**src/rtl/w_ptr_full_ctrl_pkg.sv**
```systemverilog
// Shared constants and pointer helpers for the asynchronous FIFO.
// Both clock domains import this package.
package w_ptr_full_ctrl_pkg;

  localparam int unsigned ADDRESS_SIZE_DEF = 4;
  localparam int unsigned DEPTH_DEF        = 1 << ADDRESS_SIZE_DEF;

  // Each binary bit is the XOR of all Gray bits at or above it.
  // Inputs narrower than 32 bits are zero-extended, so one function
  // covers every pointer width up to 32.
  function automatic logic [31:0] gray2bin(input logic [31:0] g);
    logic [31:0] b;
    b = '0;
    for (int unsigned i = 0; i < 32; i++) begin
      b[i] = ^(g >> i);
    end
    return b;
  endfunction

endpackage

```
**src/rtl/binary_to_gray.sv**
```systemverilog
// Combinational binary to Gray code conversion.
module binary_to_gray #(
  parameter int unsigned N = 4
) (
  input  logic [N-1:0] bin_i,
  output logic [N-1:0] gray_o
);

  assign gray_o = bin_i ^ (bin_i >> 1);

endmodule

```
**src/rtl/d_ff_async.sv**
```systemverilog
// Register of width W with an asynchronous active-low clear.
module d_ff_async #(
  parameter int unsigned W = 1
) (
  input  logic         clk_i,
  input  logic         rst_ni,
  input  logic [W-1:0] d_i,
  output logic [W-1:0] q_o
);

  always_ff @(posedge clk_i or negedge rst_ni) begin
    if (!rst_ni) q_o <= '0;
    else         q_o <= d_i;
  end

endmodule

```
**src/rtl/two_ff_synchronizer.sv**
```systemverilog
// Two-flop synchronizer for a Gray-coded bus crossing into clk_i.
module two_ff_synchronizer #(
  parameter int unsigned W = 1
) (
  input  logic         clk_i,
  input  logic         rst_ni,
  input  logic [W-1:0] d_i,
  output logic [W-1:0] q_o
);

  logic [W-1:0] meta_q;

  always_ff @(posedge clk_i or negedge rst_ni) begin
    if (!rst_ni) begin
      meta_q <= '0;
      q_o    <= '0;
    end else begin
      meta_q <= d_i;
      q_o    <= meta_q;
    end
  end

endmodule

```
**src/rtl/w_ptr_full_ctrl_gray_to_binary.sv**
```systemverilog
// Combinational Gray to binary conversion; counterpart of binary_to_gray.
module gray_to_binary
  import w_ptr_full_ctrl_pkg::*;
#(
  parameter int unsigned N = 4
) (
  input  logic [N-1:0] gray_i,
  output logic [N-1:0] bin_o
);

  assign bin_o = N'(gray2bin(32'(gray_i)));

endmodule

```
**src/rtl/w_ptr_full_ctrl.sv**
```systemverilog
// Write-side pointer, RAM strobe and full/almost-full/level/overflow status
// for the asynchronous FIFO, clocked by w_clk.
module w_ptr_full_ctrl
  import w_ptr_full_ctrl_pkg::*;
#(
  parameter int unsigned ADDRESS_SIZE    = ADDRESS_SIZE_DEF,
  parameter int unsigned AFULL_THRESHOLD = 2
) (
  input  logic                    w_clk,
  input  logic                    wrst_n,
  input  logic                    w_en,
  input  logic [ADDRESS_SIZE:0]   r_ptr,
  output logic                    w_inc,
  output logic [ADDRESS_SIZE-1:0] w_addr,
  output logic [ADDRESS_SIZE:0]   w_ptr,
  output logic                    w_full,
  output logic                    w_almost_full,
  output logic [ADDRESS_SIZE:0]   w_level,
  output logic                    w_overflow
);

  localparam int unsigned PW = ADDRESS_SIZE + 1;
  localparam logic [PW-1:0] DEPTH_P = PW'(1) << ADDRESS_SIZE;
  localparam logic [PW-1:0] THR_P   = PW'(AFULL_THRESHOLD);

  logic [PW-1:0] w_bin_q, w_bin_d;
  logic [PW-1:0] w_ptr_q, w_gnext;
  logic [PW-1:0] wq2_rptr, rbin_sync;
  logic [PW-1:0] level_q, level_d;
  logic          full_q, full_d;
  logic          afull_q, afull_d;
  logic          ovf_q, ovf_d;

  // Gated by reset so the RAM is never strobed while the block is held.
  assign w_inc   = w_en & ~full_q & wrst_n;
  assign w_bin_d = w_bin_q + PW'(w_inc);

  binary_to_gray #(.N(PW)) u_b2g (
    .bin_i  (w_bin_d),
    .gray_o (w_gnext)
  );

  d_ff_async #(.W(PW)) u_bin_ff (
    .clk_i  (w_clk),
    .rst_ni (wrst_n),
    .d_i    (w_bin_d),
    .q_o    (w_bin_q)
  );

  d_ff_async #(.W(PW)) u_ptr_ff (
    .clk_i  (w_clk),
    .rst_ni (wrst_n),
    .d_i    (w_gnext),
    .q_o    (w_ptr_q)
  );

  two_ff_synchronizer #(.W(PW)) u_rptr_sync (
    .clk_i  (w_clk),
    .rst_ni (wrst_n),
    .d_i    (r_ptr),
    .q_o    (wq2_rptr)
  );

  gray_to_binary #(.N(PW)) u_g2b (
    .gray_i (wq2_rptr),
    .bin_o  (rbin_sync)
  );

  // Full when the next Gray pointer has lapped the synced read pointer:
  // top two Gray bits inverted, the rest equal.
  always_comb begin
    full_d  = (w_gnext == {~wq2_rptr[PW-1:PW-2], wq2_rptr[PW-3:0]});
    level_d = w_bin_d - rbin_sync;
    afull_d = ((DEPTH_P - level_d) <= THR_P);
    ovf_d   = ovf_q | (w_en & full_q);
  end

  always_ff @(posedge w_clk or negedge wrst_n) begin
    if (!wrst_n) begin
      full_q  <= 1'b0;
      afull_q <= 1'b0;
      level_q <= '0;
      ovf_q   <= 1'b0;
    end else begin
      full_q  <= full_d;
      afull_q <= afull_d;
      level_q <= level_d;
      ovf_q   <= ovf_d;
    end
  end

  assign w_addr        = w_bin_q[ADDRESS_SIZE-1:0];
  assign w_ptr         = w_ptr_q;
  assign w_full        = full_q;
  assign w_almost_full = afull_q;
  assign w_level       = level_q;
  assign w_overflow    = ovf_q;

endmodule

```
**config.mk**
```make
export PLATFORM = sky130hd
export DESIGN_NAME = w_ptr_full_ctrl
export DESIGN_NICKNAME = d
export VERILOG_FILES = /design/src/rtl/w_ptr_full_ctrl_pkg.sv /design/src/rtl/binary_to_gray.sv /design/src/rtl/d_ff_async.sv /design/src/rtl/two_ff_synchronizer.sv /design/src/rtl/w_ptr_full_ctrl_gray_to_binary.sv /design/src/rtl/w_ptr_full_ctrl.sv
export SDC_FILE = /design/constraint.sdc
export NUM_CORES = 1
export LEC_CHECK = 0
export ABC_CLOCK_PERIOD_IN_PS = 8450
export CORE_MARGIN = 1
export CORE_UTILIZATION = 45
export CTS_BUF_LIST = sky130_fd_sc_hd__clkbuf_4 sky130_fd_sc_hd__clkbuf_8
export DETAILED_ROUTE_END_ITERATION = 16
export GPL_TIMING_DRIVEN = 0
export PLACE_DENSITY = 0.71
export SLEW_MARGIN = 20
export SYNTH_ARGS = -nofsm -noshare
export SYNTH_HDL_FRONTEND = slang
export SYNTH_HIERARCHICAL = 1
export SYNTH_SLANG_ARGS = --single-unit
export TNS_END_PERCENT = 30
```
**constraint.sdc**
```tcl
create_clock -name w_clk -period 8.45 [get_ports w_clk]
set_input_delay 0.845 -clock w_clk [delete_from_list [all_inputs] [get_ports w_clk]]
set_output_delay 0.845 -clock w_clk [all_outputs]
set_load 0.05 [all_outputs]
```
-- Word-level counts from Yosys, hierarchy flattened
Index checks and enable logic that the tools add are counted.
Widths: inputs -> output; s select.
- output and inout bits: 18
- word-level logic and storage cells: 25
- bits in registers: 28
- magnitude comparators: 1
- equal/unequal tests: 1
- reductions and logical operators: 5
- bitwise operators: 7
- add/sub/neg operators: 3
- operators by type and width (kind ; count):
    $reduce_xor 32->1 ; 5
    $add 5x1->5 ; 1
    $eq 5x5->1 ; 1
    $le 5x2->1 const B ; 1
    $sub 5x5->5 ; 1
    $sub 5x5->5 const A ; 1
    $xor 5x4->5 ; 1
    $and 1x1->1 ; 3
    $not 2->2 ; 1
    $not 1->1 ; 1
    $or 1x1->1 ; 1

-- Longest topological paths before layout
Gate-level depths: netlist of the first run.
- depth in word-level cells: 7
- depth in mapped cells: 13
- gate-level depth less buffers: 13

-- Hierarchy
The synthesis of the first run kept the hierarchy.
- by module, submodules not included (module ; area each (µm²) ; instances ; sequential area each (µm²) ; cells each):
    w_ptr_full_ctrl ; 583.1 ; 1 ; 200.2 ; 57
    d_ff_async ; 125.1 ; 2 ; 125.1 ; 5
    two_ff_synchronizer ; 250.2 ; 1 ; 250.2 ; 10
    gray_to_binary ; 72.6 ; 1 ; 0.0 ; 6
    binary_to_gray ; 42.5 ; 1 ; 0.0 ; 5

-- Worst setup path after synthesis of the first run
OpenSTA, ideal clock, no wires.
- kind: input-to-reg
- start: input port wrst_n
- end: register afull_q (netlist: w_almost_full)
- data arrival time: 3686 ps
- stages: 12
- setup slack: 4685 ps
- buffers on the path: 0
- path through: nand2_1 > nor2_1 > ha_1 > inv_1 > ha_1 > inv_1 > fa_1 > inv_1 > ha_1 > nor2b_1 > a2111o_1 > mux2i_1
- longest elaborated chain between the ends: 5
- RTL lines (item ; line ; source):
    start, declared ; w_ptr_full_ctrl.sv:10 ; input logic wrst_n,
    $and 1x1->1 ; w_ptr_full_ctrl.sv:35 ; assign w_inc = w_en & ~full_q & wrst_n;
    named net w_inc ; w_ptr_full_ctrl.sv:13 ; output logic w_inc,
    $add 5x1->5 ; w_ptr_full_ctrl.sv:36 ; assign w_bin_d = w_bin_q + PW'(w_inc);
    named net w_bin_d[0] ; w_ptr_full_ctrl.sv:26 ; logic [PW-1:0] w_bin_q, w_bin_d;
    $sub 5x5->5 ; w_ptr_full_ctrl.sv:73 ; level_d = w_bin_d - rbin_sync;
    named net level_d[1] ; w_ptr_full_ctrl.sv:29 ; logic [PW-1:0] level_q, level_d;
    $sub 5x5->5 ; w_ptr_full_ctrl.sv:74 ; afull_d = ((DEPTH_P - level_d) <= THR_P);
    $le 5x2->1 ; w_ptr_full_ctrl.sv:74 ;
    named net afull_d ; w_ptr_full_ctrl.sv:31 ; logic afull_q, afull_d;
    end signal, assigned ; w_ptr_full_ctrl.sv:86 ; afull_q <= afull_d;
    end, declared ; w_ptr_full_ctrl.sv:31 ;
The timed path passes the listed nets, and every way through them passes these cells.

-- Worst setup path after layout of the first run
- start: input port wrst_n
- end: register afull_q (netlist: w_almost_full)
- longest elaborated chain between the ends: 5
- RTL lines (item ; line):
    $and 1x1->1 ; w_ptr_full_ctrl.sv:35
    $add 5x1->5 ; w_ptr_full_ctrl.sv:36
    named net w_bin_d[0] ; w_ptr_full_ctrl.sv:26
    $sub 5x5->5 ; w_ptr_full_ctrl.sv:73
    named net level_d[1] ; w_ptr_full_ctrl.sv:29
    $sub 5x5->5 ; w_ptr_full_ctrl.sv:74
    $le 5x2->1 ; w_ptr_full_ctrl.sv:74
    named net afull_d ; w_ptr_full_ctrl.sv:31
The timed path passes the listed nets, and every way through them passes these cells.

==> metrics.txt, run 1 <==
reg-to-reg critical path startpoint=u_rptr_sync/q_o[4]$_DFF_PN0_; Max Clock Skew=0.00381 ns; Via density=4.83; # hold bufs at CTS=0; share of layout cells above drive strength 1=8.55%; synthesized cell area=0.00120 mm²; syn nets=105; Hold Path Depth=0; total iterations of the first detailed-routing run=2; GRT Max-Usage Layer=met2; gr ovfl total=0; Largest delay share family, worst path=adder cells; htree depth=1; Top Ports=26; FF-to-FF End=w_almost_full$_DFF_PN0_; final worst-path cycle share=41.6%; Critical Path Sink Type=register; Max Freq=285 MHz; setup TNS=0 ns; met2 GRT Util=22.9%; Synth area leaders=dfrtp_1 (58%), ha_1 (8.4%), xor2_1 (8.0%), xnor2_1 (5.8%), inv_1 (2.2%); r2r worst-path depth=10; port bufs=25; worst slew pin tran=0.588 ns; Synth top area share=58.5%; hold_ws=0.368 ns; # nets final=135; Buf/Inv on CP=4; Seq/Total Area, Yosys=58.5%; CTS root buf=clkbuf_4; slowest CP cell=fa_1; num rows=18; Die H=53.6 µm; Starting DRT DRC Count=2; Mapped Cells=88; M3 GR Usage=2.82%; crit-path max FO=29; CTS Buf Count=3; most common cell after layout, fill and taps aside=dfrtp_1; Worst EP required=8.70 ns; vias in the first global route=696; Starting Density=47.9%; Routed wire per std cell=11.7 µm; Yosys warnings=6; Arr. time, crit path=3.76 ns; diodes inserted=0; met1 GRT Util=17.4%; DRC=0; status=finished, final reports clean; Clock Path Buffers=2; flops & latches, synth=28; Worst Hold Path EP=u_rptr_sync/q_o[1]$_DFF_PN0_; area grow syn2layout=28.0%; crit path kind=in2reg; RSZ-0062 raised after global routing=no; critical path's largest stage delay=0.58 ns; Yosys cell types=22; vias=710; Filler cells=202; Die W=53.6 µm; Synth area leader=dfrtp_1; Clock transition at path regs=0.14 ns; setup bufs post-CTS=0; min-delay src=u_rptr_sync/meta_q[1]$_DFF_PN0_; Max Slew Vio Count=0; TritonCTS clock tree=yes; global-route wire length before repair=2800 µm; final hold violations=0; core area=0.00250 mm²; hold crit path type=reg2reg; Total Wirelength=1730 µm; element type at the critical path start=input pin; R2R Setup Slk=5.52 ns; total track usage=14.2%; Clock Latency Late Sink=0.32 ns; Die ar.=0.00287 mm²; hpwl dp=1380 µm; average size of a mapped cell=13.6 µm²; crit path time final=3.51 ns; Resize count post-CTS=0; worst rel slew slack=60.8%; post-route ant nets=0; most frequent cells in the layout=dfrtp_1 (28), clkdlybuf4s50_1 (24), xor2_1 (11); Setup violations, final=0; clk sinks=28; worst path cell trace=buf_2 > nand2_1 > nor2_1 > ha_1 > inv_1 > ha_1 > inv_1 > fa_1 > inv_1 > ha_1 > nor2b_1 > a2111o_1 > mux2i_1; Max-Cap Viols=0; initial antenna violation count=0; global placement routability congestion=0.739; largest net degree at the start of global routing=30
registers in the layout, summed over array words and instances (netlist names):
name and flops:
u_bin_ff/q_o 5, u_ptr_ff/q_o 5, u_rptr_sync/meta_q 5, u_rptr_sync/q_o 5, w_level 5, w_almost_full 1, w_full 1, w_overflow 1
worst max path at each step:
| stage | startpoint | endpoint | slack [ns] | cells after the start |
|---|---|---|---|---|
| global route | wrst_n | w_almost_full$_DFF_PN0_ | 4.66 | 13 |
| detailed placement | wrst_n | w_almost_full$_DFF_PN0_ | 4.54 | 13 |
| floorplan | wrst_n | w_almost_full$_DFF_PN0_ | 4.68 | 12 |
| CTS | wrst_n | w_almost_full$_DFF_PN0_ | 4.86 | 11 |
| finish | wrst_n | w_almost_full$_DFF_PN0_ | 4.94 | 13 |
| global placement | wrst_n | w_almost_full$_DFF_PN0_ | 3.79 | 13 |
routing by layer:
metal	up-vias	share of wire (%)
met5	-	0
met4	0	2.1
met3	5	4.1
met2	24	51
met1	340	43
li1	341	-
cell usage after synthesis (all sizes together):
library cell and number:
nor2b 2, nand2 2, xnor2 8, buf 2
and2 1, ha 8, mux2i 1, a21o 2
fa 1, o21a 1, a2111o 1, xnor3 1
nor2 1, xor2 12, a21oi 1, nand3 4
dfrtp 28, inv 7, or3 1, o21ai 1
nor3 3
cell families after synthesis:
kind of cell | Yosys count | share of synthesized area (%)
flops | 28 | 58.5
xor+xnor | 21 | 17.1
simple gates | 14 | 6.47
buf+inv | 9 | 3.44
fa+ha+maj | 9 | 10.0
compound gates | 6 | 3.65
mux | 1 | 0.835
area by class of cell:
cell class | instances | area (µm²) | area share (%)
buffer | 2 | 15.0 | 0.979
clock buffer | 3 | 22.5 | 1.47
clock inverter | 1 | 30.0 | 1.96
inverter | 7 | 26.3 | 1.71
multi-input combinational | 51 | 457 | 29.8
sequential | 28 | 701 | 45.7
tap | 30 | 37.5 | 2.45
timing repair buffer | 25 | 245 | 16.0
stage by stage:
step                worst slack [ns]  std cells  area [µm²]  utilization, %
detailed placement              4.54        143        1480            59.3
global route                    4.66        147        1530            61.4
finish                          4.94        147        1530            61.4
global placement                3.79        143        1490            59.5
CTS                             4.86        147        1530            61.4
floorplan                       4.68         88        1200               -
Power of run 1 is left out: the tool's default activity adds up to more than one toggle a clock period on the data nets, which glitch-free logic cannot reach.
==> inputs of run 2 (changes only) <==
--- a/config.mk
+++ b/config.mk
@@ -5,13 +5,13 @@
 export SDC_FILE = /design/constraint.sdc
 export NUM_CORES = 1
 export LEC_CHECK = 0
-export ABC_CLOCK_PERIOD_IN_PS = 8450
+export ABC_CLOCK_PERIOD_IN_PS = 3100
 export CORE_MARGIN = 1
 export CORE_UTILIZATION = 45
 export CTS_BUF_LIST = sky130_fd_sc_hd__clkbuf_4 sky130_fd_sc_hd__clkbuf_8
 export DETAILED_ROUTE_END_ITERATION = 16
 export GPL_TIMING_DRIVEN = 0
-export PLACE_DENSITY = 0.71
+export PLACE_DENSITY = 0.74
 export SLEW_MARGIN = 20
 export SYNTH_ARGS = -nofsm -noshare
 export SYNTH_HDL_FRONTEND = slang
==> constraint.sdc (replaced) <==
create_clock -name w_clk -period 3.1 [get_ports w_clk]
set_input_delay 0.31 -clock w_clk [delete_from_list [all_inputs] [get_ports w_clk]]
set_output_delay 0.31 -clock w_clk [all_outputs]
set_load 0.05 [all_outputs]
==> run 2 against run 1 <==
Effect of this change: first-iteration DRC count fell by 100%; worst hold slack got worse by 0.0045 ns; critical path depth fell by 1; flip-flop and latch count did not move; count of clock-buffer cells in the layout rose by 1; worst setup slack got worse by 4.8 ns; non-clock buffer count rose by 2; die area did not move; clock skew fell by 0.0028 ns; cell count rose by 1.4%; critical endpoint unchanged; via count fell by 2.0%; register-to-register slack got worse by 5.3 ns.
==> metrics.txt, run 2 (synthesis results as in run 1) <==
crit-path max FO=5; Filler cells=203; crit path kind=in2reg; Arr. time, crit path=3.24 ns; Max Slew Vio Count=0; worst rel slew slack=66.9%; gr ovfl total=0; Routed wire per std cell=11.2 µm; Total Wirelength=1680 µm; DRC=0; hold_ws=0.363 ns; Clock transition at path regs=0.13 ns; diodes inserted=0; hpwl dp=1320 µm; post-route ant nets=0; worst slew pin tran=0.494 ns; hold crit path type=reg2reg; Max-Cap Viols=0; setup bufs post-CTS=0; crit path time final=2.99 ns; Die W=53.6 µm; RSZ-0062 raised after global routing=no; initial antenna violation count=0; Die H=53.6 µm; Via density=4.67; core area=0.00250 mm²; most common cell after layout, fill and taps aside=dfrtp_1; dpl cell area=0.00149 mm²; CTS root buf=clkbuf_4; Max Freq=334 MHz; Worst EP required=3.34 ns; share of layout cells above drive strength 1=12.6%; TritonCTS clock tree=yes; largest net degree at the start of global routing=29; vias in the first global route=706; htree depth=1; global-route wire length before repair=2970 µm; Setup violations, final=0; # nets final=137; Max Clock Skew=0.00101 ns; total track usage=14.4%; Starting Density=47.9%; vias=696; Clock Latency Late Sink=0.31 ns; total iterations of the first detailed-routing run=1; Critical Path Sink Type=register; Clock Path Buffers=2; port bufs=25; status=finished, final reports clean; final hold violations=0; Top Ports=26; global placement routability congestion=0.760; Final Util=63.1%; CTS Buf Count=3; Die ar.=0.00287 mm²; area grow syn2layout=31.6%; Final Instance Area=0.00158 mm²; Starting DRT DRC Count=0; num rows=18; clk sinks=28; final worst-path cycle share=96.6%; element type at the critical path start=input pin; most frequent cells in the layout=dfrtp_1 (28), clkdlybuf4s50_1 (24), xor2_1 (10)
-- run 2: cell type report --
cell class | instances | area [µm²] | area share [%]
buffer | 2 | 15.0 | 0.952
clock buffer | 4 | 36.3 | 2.30
inverter | 7 | 26.3 | 1.67
multi-input combinational | 51 | 487 | 30.8
sequential | 28 | 701 | 44.4
tap | 30 | 37.5 | 2.38
timing repair buffer | 27 | 275 | 17.4
-- run 2: worst paths after layout --
path / from / endpoint / slack [ns] / depth (start not counted)
worst max-delay path: wrst_n / w_almost_full$_DFF_PN0_ / 0.11 / 12
worst min-delay path: u_rptr_sync/meta_q[2]$_DFF_PN0_ / u_rptr_sync/q_o[2]$_DFF_PN0_ / 0.36 / 0
worst max register to register: u_rptr_sync/q_o[4]$_DFF_PN0_ / w_almost_full$_DFF_PN0_ / 0.18 / 10
worst min register to register: u_rptr_sync/meta_q[2]$_DFF_PN0_ / u_rptr_sync/q_o[2]$_DFF_PN0_ / 0.36 / 0
max in group asynchronous: wrst_n / u_rptr_sync/meta_q[1]$_DFF_PN0_ / 2.48 / 3
min in group asynchronous: wrst_n / w_level[4]$_DFF_PN0_ / 0.47 / 3
-- run 2: per-layer routing --
| layer | track usage (%) | wire length (µm) |
|---|---|---|
| met1 | 18.5 | 735 |
| met2 | 25.0 | 875 |
| met3 | 3.39 | 66 |
| met4 | 2.63 | 0 |
| met5 | 0 | 0 |
-- run 2: what timing repair did --
action	CTS	global route
gates resized for setup	0	3
setup endpoints to repair	0	1
hold buffers	2	0
endpoints found under the hold margin	28	0
-- run 2: through the flow --
stage,cells,setup slack (ns),TNS (ns)
after floorplan,88,0.0181,0
after global routing,149,0.0225,0
after global placement,143,-1.09,-3.68
final,149,0.106,0
after CTS,149,0.0412,0
after detailed placement,143,-0.239,-0.239
-- run 2: critical path, cell delays in order --
cell           delay [ns]
dlygate4sd3_1        0.53
buf_2                0.14
nand2_1              0.10
nor2_4               0.05
ha_4                 0.16
ha_1                 0.37
fa_2                 0.60
inv_1                0.05
ha_1                 0.26
nor2b_1              0.15
a2111o_1             0.38
mux2i_1              0.13
Power of run 2 is left out for the same reason.
==> inputs of run 3 (changes only) <==
--- a/config.mk
+++ b/config.mk
@@ -5,14 +5,13 @@
 export SDC_FILE = /design/constraint.sdc
 export NUM_CORES = 1
 export LEC_CHECK = 0
-export ABC_CLOCK_PERIOD_IN_PS = 3100
+export CORE_ASPECT_RATIO = 0.5
 export CORE_MARGIN = 1
 export CORE_UTILIZATION = 45
 export CTS_BUF_LIST = sky130_fd_sc_hd__clkbuf_4 sky130_fd_sc_hd__clkbuf_8
 export DETAILED_ROUTE_END_ITERATION = 16
 export GPL_TIMING_DRIVEN = 0
 export PLACE_DENSITY = 0.74
-export SLEW_MARGIN = 20
 export SYNTH_ARGS = -nofsm -noshare
 export SYNTH_HDL_FRONTEND = slang
 export SYNTH_HIERARCHICAL = 1
==> run 3 against run 2 <==
Effect of this change: count of clock-buffer cells in the layout down 1; critical endpoint unchanged; clock skew is 0.0035 ns higher; first-iteration DRC count is 15 higher; largest cell class unchanged; die area increased by 0.44%; critical path type is now reg2reg.
==> metrics.txt, run 3 (synthesis results as in run 1) <==
M3 GR Usage=4.74%; htree depth=1; Max Freq=340 MHz; Via density=4.42; post-route ant nets=0; TritonCTS clock tree=yes; num rows=12; Die H=38.5 µm; setup bufs post-CTS=0; Die ar.=0.00289 mm²; final worst-path cycle share=94.9%; worst setup path startpoint=u_rptr_sync/q_o[3]$_DFF_PN0_; Clock Latency Late Sink=0.27 ns; Critical Path Sink Type=register; hold crit path type=reg2reg; element type at the critical path start=register; Max Clock Skew=0.00450 ns; most common cell after layout, fill and taps aside=dfrtp_1; FF+latch area=701 µm²; largest net degree at the start of global routing=29; Die W=75.0 µm; Max Slew Vio Count=0; final setup margin=0.159 ns; Top Ports=26; Clock transition at path regs=0.09 ns; Filler cells=182; final hold violations=0; dpl cell area=0.00150 mm²; Starting DRT DRC Count=15; reg-to-reg critical path startpoint=u_rptr_sync/q_o[3]$_DFF_PN0_; DRC=0; worst slew pin tran=0.503 ns; total track usage=15.9%; met1 GRT Util=23.1%; Clock Path Buffers=2; Final Non-Filler Cells=154; Arr. time, crit path=3.15 ns; # nets final=137; vias=680; Multi-input gate area=464 µm²; R2R Setup Slk=0.16 ns; crit path time final=2.94 ns; hold_ws=0.355 ns; worst rel slew slack=66.2%; global placement routability congestion=0.761; total iterations of the first detailed-routing run=3; CTS Buf Count=3; diodes inserted=0; Routed wire per std cell=12.0 µm; share of layout cells above drive strength 1=10.1%; initial antenna violation count=0; most frequent cells in the layout=dfrtp_1 (28), clkdlybuf4s50_1 (24), xor2_1 (11); Starting Density=50.8%; core area=0.00236 mm²; Setup violations, final=0; dpl cells=148; crit-path max FO=4; Final Instance Area=0.00160 mm²; GRT Max-Usage Layer=met2; RSZ-0062 raised after global routing=no; port bufs=25; met2 GRT Util=23.2%; crit path kind=reg2reg; Max-Cap Viols=0; Worst EP required=3.30 ns; gr ovfl total=0; min-delay src=u_rptr_sync/meta_q[4]$_DFF_PN0_; status=finished, final reports clean; Place WS=-1.22 ns; hpwl dp=1410 µm; clk sinks=28; Total Wirelength=1840 µm; vias in the first global route=660; global-route wire length before repair=3120 µm; area grow syn2layout=33.4%; CTS root buf=clkbuf_8
==> run 3: metal layers <==
metal / vias to the layer above / share of wire, %
li1: 342 / -
met2: 22 / 40
met5: - / 0
met3: 3 / 6.3
met4: 0 / 0.87
met1: 313 / 53
==> run 3: critical path, stage by stage, from the launching register on <==
cell,delay (ns)
dfrtp_1,0.43
xor2_2,0.31
xnor3_1,0.40
ha_1,0.21
inv_1,0.08
fa_1,0.49
inv_1,0.09
ha_1,0.21
nor2b_1,0.14
a2111o_1,0.38
mux2i_1,0.13
==> run 3: cell type report <==
| cell class | count | share of cell area, % |
|---|---|---|
| Multi-Input combinational cell | 51 | 29.0 |
| Sequential cell | 28 | 43.8 |
| Clock inverter | 1 | 1.88 |
| Timing Repair Buffer | 27 | 17.4 |
| Tap cell | 35 | 2.74 |
| Buffer | 2 | 0.939 |
| Clock buffer | 3 | 2.58 |
| Inverter | 7 | 1.64 |
==> run 3: timing repair <==
item,CTS,global route
hold buffers,2,0
setup endpoints to repair,6,1
pin swaps,0,1
hold endpoints to repair,28,0
gates cloned,0,0
resized for setup,6,0
==> run 3: path summary, 6_finish.rpt <==
| path | cells after the start | to |
|---|---|---|
| worst max-delay path | 10 | w_almost_full$_DFF_PN0_ |
| worst min-delay path | 0 | u_rptr_sync/q_o[4]$_DFF_PN0_ |
| worst max register to register | 10 | w_almost_full$_DFF_PN0_ |
| worst min register to register | 0 | u_rptr_sync/q_o[4]$_DFF_PN0_ |
| max in group asynchronous | 3 | u_ptr_ff/q_o[0]$_DFF_PN0_ |
| min in group asynchronous | 3 | u_ptr_ff/q_o[4]$_DFF_PN0_ |
==> run 3: through the flow <==
stage / setup TNS, ns / utilization (%)
2_1_floorplan: 0 / -
3_3_place_gp: -4.05 / 63.6
3_5_place_dp: -4.85 / 63.6
4_1_cts: 0 / 67.8
5_1_grt: 0 / 67.8
6_report: 0 / 67.8
Power of run 3 is left out for the same reason.
